<file path="src/rtl/amns_mm_sequencer.sv">
// amns_mm_sequencer: control FSM scheduling one AMNS modular multiplication
// (load, S blocks of N-cycle multiply then N-cycle reduce, drain, latch, store).
module amns_mm_sequencer #(
  parameter int WORD_WIDTH = 17,
  parameter int N          = 5,
  parameter int S          = 4,
  parameter int PIPE_LAT   = 4,
  parameter int TIMEOUT    = 255
) (
  input  logic         clock_i,
  input  logic         reset_i,
  input  logic         start_i,
  input  logic         load_done_i,
  input  logic         store_done_i,
  output logic         load_start_o,
  output logic         store_start_o,
  output logic [S-1:0] A_reg_coeff_rot_o,
  output logic         B_reg_shift_o,
  output logic         M_reg_shift_o,
  output logic         M_prime_0_reg_rot_o,
  output logic         load_RES_reg_en_o,
  output logic         busy_o,
  output logic         done_o,
  output logic         error_o
);
  localparam int IW = S > 1 ? $clog2(S) : 1;
  localparam int JW = N > 1 ? $clog2(N) : 1;
  localparam int DW = PIPE_LAT > 1 ? $clog2(PIPE_LAT) : 1;
  localparam int WW = $clog2(TIMEOUT + 1);
  if (WORD_WIDTH < 1 || N < 1 || S < 1 || PIPE_LAT < 1 || TIMEOUT < 1) begin : g_bad_params
    $error("amns_mm_sequencer: invalid parameters");
  end
  typedef enum logic [3:0] {
    IDLE, LOAD_REQ, LOAD_WAIT, MULT, REDUC, DRAIN, LATCH, STORE_REQ, STORE_WAIT, DONE
  } state_t;
  state_t        state_q, state_d;
  logic [IW-1:0] i_q, i_d;
  logic [JW-1:0] j_q, j_d;
  logic [DW-1:0] d_q, d_d;
  logic [WW-1:0] w_q, w_d;
  logic          err_q, err_d;
  logic          last_j, timed_out;
  logic          load_q, store_q, b_q, m_q, mp_q, res_q, busy_q, done_q;
  logic [S-1:0]  rot_q;
  assign last_j    = j_q == JW'(N - 1);
  assign timed_out = w_q == WW'(TIMEOUT - 1);
  always_comb begin
    state_d = state_q;
    i_d     = i_q;
    j_d     = j_q;
    d_d     = d_q;
    w_d     = w_q;
    err_d   = err_q;
    case (state_q)
      IDLE: if (start_i) begin
        state_d = LOAD_REQ;
        err_d   = 1'b0;
        i_d     = '0;
        j_d     = '0;
      end
      LOAD_REQ: begin
        state_d = LOAD_WAIT;
        w_d     = '0;
      end
      LOAD_WAIT: if (load_done_i) begin
        state_d = MULT;
        i_d     = '0;
        j_d     = '0;
      end else if (timed_out) begin
        state_d = IDLE;
        err_d   = 1'b1;
      end else w_d = w_q + 1'b1;
      MULT: begin
        j_d     = last_j ? '0 : j_q + 1'b1;
        state_d = last_j ? REDUC : MULT;
      end
      REDUC: begin
        j_d = last_j ? '0 : j_q + 1'b1;
        if (last_j && i_q == IW'(S - 1)) begin
          state_d = DRAIN;
          d_d     = '0;
        end else if (last_j) begin
          state_d = MULT;
          i_d     = i_q + 1'b1;
        end
      end
      DRAIN: if (d_q == DW'(PIPE_LAT - 1)) state_d = LATCH;
             else d_d = d_q + 1'b1;
      LATCH: state_d = STORE_REQ;
      STORE_REQ: begin
        state_d = STORE_WAIT;
        w_d     = '0;
      end
      STORE_WAIT: if (store_done_i) state_d = DONE;
                  else if (timed_out) begin
                    state_d = IDLE;
                    err_d   = 1'b1;
                  end else w_d = w_q + 1'b1;
      DONE: state_d = IDLE;
      default: state_d = IDLE;
    endcase
  end
  // Outputs are decoded from the next state so each flop lines up with its state.
  always_ff @(posedge clock_i) begin
    if (reset_i) begin
      state_q <= IDLE;
      i_q     <= '0;
      j_q     <= '0;
      d_q     <= '0;
      w_q     <= '0;
      err_q   <= 1'b0;
      load_q  <= 1'b0;
      store_q <= 1'b0;
      rot_q   <= '0;
      b_q     <= 1'b0;
      m_q     <= 1'b0;
      mp_q    <= 1'b0;
      res_q   <= 1'b0;
      busy_q  <= 1'b0;
      done_q  <= 1'b0;
    end else begin
      state_q <= state_d;
      i_q     <= i_d;
      j_q     <= j_d;
      d_q     <= d_d;
      w_q     <= w_d;
      err_q   <= err_d;
      load_q  <= state_d == LOAD_REQ;
      store_q <= state_d == STORE_REQ;
      rot_q   <= state_d == MULT ? S'(1) << i_d : '0;
      b_q     <= state_d == MULT;
      m_q     <= state_d == REDUC;
      mp_q    <= state_d == REDUC && j_d == '0;
      res_q   <= state_d == LATCH;
      busy_q  <= state_d != IDLE;
      done_q  <= state_d == DONE;
    end
  end
  assign load_start_o        = load_q;
  assign store_start_o       = store_q;
  assign A_reg_coeff_rot_o   = rot_q;
  assign B_reg_shift_o       = b_q;
  assign M_reg_shift_o       = m_q;
  assign M_prime_0_reg_rot_o = mp_q;
  assign load_RES_reg_en_o   = res_q;
  assign busy_o              = busy_q;
  assign done_o              = done_q;
  assign error_o             = err_q;
endmodule

</file>
<file path="config.mk">
export PLATFORM = sky130hd
export DESIGN_NAME = amns_mm_sequencer
export DESIGN_NICKNAME = d
export VERILOG_FILES = /design/src/rtl/amns_mm_sequencer.sv
export SDC_FILE = /design/constraint.sdc
export NUM_CORES = 1
export LEC_CHECK = 0
export ABC_AREA = 1
export CORE_ASPECT_RATIO = 0.5
export CORE_MARGIN = 4
export CORE_UTILIZATION = 30
export DETAILED_ROUTE_END_ITERATION = 16
export DONT_BUFFER_PORTS = 1
export PLACE_DENSITY_LB_ADDON = 0.3
export SLEW_MARGIN = 20
export SYNTH_ARGS = -nofsm -noshare
export SYNTH_HDL_FRONTEND = slang
export SYNTH_SLANG_ARGS = --single-unit
</file>
<file path="constraint.sdc">
create_clock -name clock_i -period 1.95 [get_ports clock_i]
set_input_delay 0.0975 -clock clock_i [delete_from_list [all_inputs] [get_ports clock_i]]
set_output_delay 0.0975 -clock clock_i [all_outputs]
set_load 0.05 [all_outputs]
</file>
==> results of run 1 <==
cell usage in the layout, fill, tap and decap left out:
cell type	Yosys	layout
a21oi_2	1	1
xor2_1	3	3
nor2_1	34	34
a21o_1	1	1
o21ai_0	7	7
clkbuf_8	0	1
nand3_1	16	16
nand3_2	5	5
a21boi_2	1	1
inv_2	11	11
nand4_1	3	3
nand2_1	57	57
nor3_2	1	1
nor2_2	5	5
nand3b_4	1	1
clkbuf_1	2	2
o211a_1	1	1
nor2_4	5	5
nand2_2	7	7
a21oi_1	13	13
o21ai_1	1	1
and2_4	1	1
clkbuf_16	0	5
buf_4	0	1
nor3_1	3	3
nand2_4	2	2
inv_1	28	28
ha_1	6	6
dfxtp_1	32	32
dlygate4sd3_1	0	1
per-layer routing:
metal,wire length (microns),part of all wire
met1,1840,0.50
met2,1670,0.45
met3,136,0.037
met4,45,0.012
met5,0,0
cell families after synthesis:
kind of cell,after synthesis,synth area share
simple gates,140,0.402
buf+inv,41,0.0886
flops,32,0.369
compound gates,25,0.0821
fa+ha+maj,6,0.0432
xor+xnor,3,0.0151
layout make-up:
type / count / area, sq um / area share
Clock buffer: 8 / 146 / 0.0738
Inverter: 39 / 146 / 0.0738
Multi-Input combinational cell: 174 / 942 / 0.475
Sequential cell: 32 / 641 / 0.323
Tap cell: 73 / 91.3 / 0.0460
Timing Repair Buffer: 2 / 17.5 / 0.00883
final timing paths:
check | end | cells past startpoint
max | M_prime_0_reg_rot_o | 11
min | done_o | 2
max reg2reg | M_prime_0_reg_rot_o | 11
min reg2reg | w_q[4] | 2
sequential cells by signal, indices dropped and copies added (netlist names), 2 cells and up:
register and cells:
w_q 8, A_reg_coeff_rot_o 4, state_q 4, j_q 3
d_q 2, i_q 2
what timing repair did:
item / in CTS / in global routing
hold buffers: 1 / 0
setup endpoints to repair: 0 / 0
hold endpoints to repair: 23 / 0
power by group through the flow:
stage               registers (uW)  clock network, uW  logic [uW]
finish                         717                769         187
global route                   719                807         213
CTS                            717                792         187
detailed placement             730                  0         179
global placement               730                  0         178
floorplan                      728                  0         149
per-stage QoR:
step           instances  setup slack [ns]  power (uW)
5_1_grt              328            0.0188        1740
3_3_place_gp         319             0.263         908
4_1_cts              328             0.224        1700
2_1_floorplan        247             0.449         877
6_report             328             0.219        1670
3_5_place_dp         319             0.254         909
==> impl_metrics.tcl, run 1 <==
set metrics [dict create \
    powerDensity_mw_per_mm2 843 \
    gr-total-overflow 0 \
    swShare 0.262 \
    cp_slowest_cell "dfxtp_1" \
    yosysWarnings 0 \
    antenna_found_initial 0 \
    status "finished, final reports clean" \
    yosysMostFrequentCell "nand2_1" \
    r2r_slack_ns 0.22 \
    finalSetupTns_ns 0 \
    dp_hpwl_microns 2910 \
    max_stage_delay_ns 0.35 \
    ant_nets 0 \
    fmax_mhz 578 \
    drtIter0Drc 63 \
    rsz0062_at_grt "no" \
    yosys.cell_types.count 26 \
    cp-end-kind "flop" \
    place_congestion 0.857 \
    dieArea_sq_mm 0.00714 \
    ioPinCount 18 \
    vias 1485 \
    grt_use_met3 0.0338 \
    grt_util_all_layers 0.114 \
    cp_cell_sequence "inv_1 -> ha_1 -> nand2_1 -> nor2_1 -> nand3_1 -> nand2_1 -> nor2_1 -> nand3_2 -> nor2_2 -> nand2_1 -> nor2_1" \
    async_flop_share 0 \
    clk_path_buf_depth 2 \
    netlist_area_sq_mm 0.00174 \
    cts_tree "done" \
    setup-violations-final 0 \
    critPathBufInv 1 \
    ys.flop_type "dfxtp_1" \
    syn_to_final_growth_pct 14.3 \
    tightest_slew_ns 0.788 \
    grt_busiest_layer "met2" \
    dieHeight_microns 61.8 \
    start_util 0.314 \
    cts_resized 0 \
    p_seq_frac 0.428 \
    drv_cap 0 \
    period_share 0.888 \
    via_per_inst 4.53 \
    postCtsSetupRepairBufs 0 \
    coreArea_sq_mm 0.00554 \
    nets 265 \
    hold_viol 0 \
    synth_top_area_share 0.369 \
    slew_violations 0 \
    drt-wirelength-per-cell_microns 11.2 \
    dieWidth_microns 116 \
    power.share.clock 0.460 \
    hold_class "input port to flop" \
    globalRouteMet1Util 0.144 \
    drive_above_1_share 0.184 \
    numPortBuffers 0 \
    totalWireLength_microns 3690 \
    crit_path_start_kind "flop" \
    comb_power_share 0.112 \
    h-tree-depth 2 \
    post_synth.cell_area_avg_sq_um 7.03 \
    synth_cells 247 \
    ys_top_cells_by_area "dfxtp_1, nand2_1, nor2_1" \
    synth_common_cells "nand2_1, nor2_1, dfxtp_1" \
    met2_usage 0.189 \
    path_clk_slew_ns 0.05 \
    holdWs_ns 0.0546 \
    layout_min_cycle_time_ns 1.73 \
    net-switching-power_uw 438 \
    cts_root_buf "clkbuf_16" \
    ir_worst_vdd_v 0.000407 \
    required_ns 2.16 \
    grt_pass1_vias 1368 \
    seq_area_frac_synth 0.369 \
    grt_pass1_wl_microns 6330 \
    numCtsBuffers 5 \
    cp-startpoint "j_q[0]" \
    drc_errors 0 \
    grt_max_degree 17 \
    synth-edff-count 0 \
    p_leak_uw 0.00100 \
    antenna_cells 0 \
    fin_util 0.358 \
    cts.sinks 32 \
    synth_nets 258 \
    crit_type "flop to flop" \
    crit_path_max_fanout 6 \
    arrival_ns 1.94 \
    relSlewSlack 0.473 \
    design_area_sq_mm 0.00198 \
    dpl-instance-area_sq_mm 0.00183 \
    clk_latency_ns 0.27 \
    worstHoldStart "store_done_i" \
    p_int_uw 1230 \
    finalClockSkew_ns 0.00355 \
    num_rows 19 \
    crit_family "simple AND/OR/NAND/NOR gates" \
    r2r_start "j_q[0]" \
    dr.pass1.iters 4 \
    ys_ff_latch 32 \
    fillCellCount 570 \
    synth_top_cell_by_area "dfxtp_1" \
]
Power figures use the tool's default switching activity.
==> run 2, diff against run 1 <==
- CELL_PAD_IN_SITES_DETAIL_PLACEMENT: unset -> 0
- CELL_PAD_IN_SITES_GLOBAL_PLACEMENT: unset -> 1
==> impl_metrics.tcl, run 2 (synthesis gave the netlist of run 1 again) <==
set metrics [dict create \
    crit_path_start_kind "flop" \
    seq_area_sq_um 641 \
    syn_to_final_growth_pct 15.7 \
    required_ns 2.17 \
    start_util 0.314 \
    p_int_uw 1330 \
    vias 1433 \
    swShare 0.253 \
    grt_max_degree 17 \
    largest_reg_flops 8 \
    multi_input_area_sq_um 942 \
    h-tree-depth 2 \
    cts.sinks 32 \
    net-switching-power_uw 450 \
    final_common_cell "nand2_1" \
    hold_class "input port to flop" \
    setup-violations-final 0 \
    numPortBuffers 0 \
    ioPinCount 18 \
    dieArea_sq_mm 0.00714 \
    finalClockSkew_ns 0.00261 \
    power.share.clock 0.488 \
    antenna_cells 0 \
    crit_type "flop to flop" \
    totalWireLength_microns 3960 \
    grt_util_all_layers 0.120 \
    hold_viol 0 \
    via_per_inst 4.36 \
    arrival_ns 1.89 \
    dr.pass1.iters 4 \
    top_register "w_q" \
    grt_pass1_wl_microns 6590 \
    cts_root_buf "clkbuf_16" \
    powerDensity_mw_per_mm2 886 \
    layout_min_cycle_time_ns 1.67 \
    cts_tree "done" \
    comb_power_share 0.110 \
    tightest_slew_ns 0.753 \
    dieHeight_microns 61.8 \
    cp-end-kind "flop" \
    ir_worst_vdd_v 0.000359 \
    relSlewSlack 0.496 \
    gr-total-overflow 0 \
    dieWidth_microns 116 \
    cts_hold_buf 1 \
    dp_hpwl_microns 3070 \
    drt-wirelength-per-cell_microns 12.0 \
    crit_path_max_fanout 6 \
    clk_path_buf_depth 2 \
    fillCellCount 614 \
    path_clk_slew_ns 0.05 \
    fin_util 0.363 \
    fmax_mhz 599 \
    numCtsBuffers 5 \
    status "finished, final reports clean" \
    period_share 0.856 \
    nets 266 \
    drive_above_1_share 0.191 \
    antenna_found_initial 0 \
    p_seq_frac 0.402 \
    coreArea_sq_mm 0.00554 \
    drtIter0Drc 57 \
    drc_errors 0 \
    postCtsSetupRepairBufs 0 \
    clk_latency_ns 0.27 \
    power_uw 1780 \
    cts_resized 0 \
    num_rows 19 \
    final_cell_mix "nand2_1, nor2_1, dfxtp_1" \
    grt_pass1_vias 1419 \
    finalSetupTns_ns 0 \
    rsz0062_at_grt "no" \
    drv_cap 0 \
    p_leak_uw 0.00102 \
    slew_violations 0 \
    place_congestion 0.818 \
    ant_nets 0 \
]
[run 2: cell types whose count changed in the layout (fill, tap and decap cells not counted), sizes merged]
cell    previous run  this run
clkinv             0         1
bufinv             0         1
clkbuf             8         6
buf                1         2
[run 2: cell type report]
cell class,instances,share of cell area
multi-input cells,174,0.469
flip-flops and latches,32,0.319
inverters,39,0.0729
clock buffers,6,0.0641
well taps,73,0.0455
clock inverters,2,0.0174
repair buffers,3,0.0125
[run 2: metrics by stage]
step	setup WS (ns)	hold WS [ns]	instances	instance area [sq um]
6_report	0.280	0.0498	329	2010
5_1_grt	0.130	0.0701	329	2010
4_1_cts	0.277	0.0515	329	2010
3_5_place_dp	0.294	0.172	320	1840
3_3_place_gp	0.333	0.169	320	1840
2_1_floorplan	0.449	0.287	247	1740
[run 2: metal layers]
| metal | global-route usage | vias up | routed length (microns) |
|---|---|---|---|
| met5 | 0 | - | 0 |
| met4 | 0.0351 | 0 | 49 |
| met3 | 0.0397 | 7 | 140 |
| met2 | 0.188 | 11 | 1680 |
| met1 | 0.161 | 624 | 2090 |
| li1 | - | 791 | - |
[run 2: final timing paths]
path / startpoint / endpoint / cells after the start / slack, ns
max: j_q[0] / i_q[0] / 14 / 0.28
min: store_done_i / done_o / 2 / 0.05
max reg2reg: j_q[0] / i_q[0] / 14 / 0.28
min reg2reg: w_q[4] / w_q[4] / 2 / 0.49
[run 2: worst max-delay path: stages, from the launching register on]
cell and delay (ns):
dfxtp_1 0.35, inv_1 0.08, ha_1 0.19, nand2_1 0.16
inv_1 0.09, nand2_1 0.11, nand2_4 0.06, nand2_1 0.07
inv_2 0.04, nand2_2 0.08, nand2_1 0.06, and2_4 0.16
inv_2 0.06, nand2_1 0.05, inv_1 0.05
[run 2: power groups by stage]
stage	Clock, uW	Sequential [uW]	Combinational, uW
after floorplan	0	728	149
after global placement	0	730	190
after detailed placement	0	730	190
after CTS	886	717	199
after global routing	919	719	223
final	868	717	196
==> run 3, diff against run 2 <==
==> constraint.sdc (replaced) <==
create_clock -name clock_i -period 1.95 [get_ports clock_i]
set_input_delay 0.2925 -clock clock_i [delete_from_list [all_inputs] [get_ports clock_i]]
set_output_delay 0.2925 -clock clock_i [all_outputs]
set_load 0.05 [all_outputs]
==> impl_metrics.tcl, run 3 (synthesis gave the netlist of run 1 again) <==
set metrics [dict create \
    dr.pass1.iters 4 \
    numPortBuffers 0 \
    tightest_slew_ns 0.501 \
    finalSetupTns_ns 0 \
    crit_path_start_kind "flop" \
    antenna_cells 0 \
    hold_class "input port to flop" \
    drt-wirelength-per-cell_microns 11.6 \
    place_ws_ns 0.293 \
    r2r_slack_ns 0.27 \
    required_ns 2.17 \
    nets 264 \
    final_cell_mix "nand2_1, nor2_1, dfxtp_1" \
    drc_errors 0 \
    ir_worst_vdd_v 0.000381 \
    vias 1456 \
    syn_to_final_growth_pct 15.8 \
    place_congestion 0.814 \
    postCtsSetupRepairBufs 0 \
    totalWireLength_microns 3810 \
    dieArea_sq_mm 0.00714 \
    crit_path_max_fanout 6 \
    grt_pass1_wl_microns 6470 \
    dieHeight_microns 61.8 \
    clk_path_buf_depth 2 \
    cts_resized 0 \
    globalRouteMet1Util 0.155 \
    drv_cap 0 \
    drive_above_1_share 0.193 \
    grt_busiest_layer "met2" \
    powerDensity_mw_per_mm2 914 \
    grt_util_all_layers 0.117 \
    grt_pass1_vias 1368 \
    crit_top_cell "nand2_1" \
    drtIter0Drc 73 \
    cts_root_buf "clkbuf_16" \
    met2_usage 0.184 \
    h-tree-depth 2 \
    cts_hold_buf 0 \
    path_clk_slew_ns 0.05 \
    fillCellCount 590 \
    ioPinCount 18 \
    cp-end-kind "flop" \
    gr-total-overflow 0 \
    coreArea_sq_mm 0.00554 \
    max_stage_delay_ns 0.35 \
    antenna_found_initial 0 \
    critPathBufInv 5 \
    rsz0062_at_grt "no" \
    grt_use_met3 0.0426 \
    top_register "w_q" \
    dp_hpwl_microns 2990 \
    num_rows 19 \
    setup_slack_ns 0.268 \
    clk_latency_ns 0.27 \
    status "finished, final reports clean" \
    start_util 0.314 \
    cts.sinks 32 \
    p_leak_uw 0.00102 \
    fmax_mhz 595 \
    holdWs_ns 0.0897 \
    dieWidth_microns 116 \
    crit_family "simple AND/OR/NAND/NOR gates" \
    relSlewSlack 0.666 \
    period_share 0.862 \
    arrival_ns 1.90 \
    largest_reg_flops 8 \
    final_common_cell "nand2_1" \
    power_uw 1840 \
    ant_nets 0 \
    via_per_inst 4.45 \
    setup-violations-final 0 \
    cts_tree "done" \
    multi_input_area_sq_um 942 \
    slew_violations 0 \
    layout_min_cycle_time_ns 1.68 \
    grt_max_degree 18 \
    crit_type "flop to flop" \
    seq_area_sq_um 641 \
    cp_slowest_cell "dfxtp_1" \
    cp_cell_sequence "inv_1 -> ha_1 -> nand2_1 -> inv_1 -> nand2_1 -> nand2_4 -> nand2_1 -> inv_2 -> nand2_2 -> nand2_1 -> and2_4 -> inv_2 -> nand2_1 -> inv_1" \
    hold_viol 0 \
    numCtsBuffers 5 \
    finalClockSkew_ns 0.00593 \
]
-- run 3: worst paths after layout --
path,start,depth (start not counted),endpoint
worst min-delay path,reset_i,1,j_q[0]
worst min register to register,w_q[4],2,w_q[4]
worst max register to register,j_q[0],14,i_q[0]
worst max-delay path,j_q[0],14,i_q[0]
-- run 3: where the power goes --
part | switching, uW | internal (uW)
registers | 45.2 | 671
logic | 128 | 58.7
clock network | 264 | 671
total | 436 | 1400
-- run 3: metrics by stage --
| step | instance area [sq um] | instances | util |
|---|---|---|---|
| 2_1_floorplan | 1740 | 247 | - |
| 3_3_place_gp | 1830 | 319 | 0.330 |
| 3_5_place_dp | 1830 | 319 | 0.330 |
| 4_1_cts | 2010 | 327 | 0.363 |
| 5_1_grt | 2010 | 327 | 0.363 |
| 6_report | 2010 | 327 | 0.363 |
-- run 3: layout make-up --
| type | instances | area share |
|---|---|---|
| timing repair buffer | 1 | 0.00373 |
| multi-input combinational | 174 | 0.469 |
| tap | 73 | 0.0454 |
| clock inverter | 1 | 0.0149 |
| sequential | 32 | 0.319 |
| clock buffer | 7 | 0.0759 |
| inverter | 39 | 0.0728 |
-- run 3: metal layers --
layer	vias up	wire length, microns
met1	651	1970
met4	0	28
met5	-	0
met2	15	1660
li1	786	-
met3	4	149
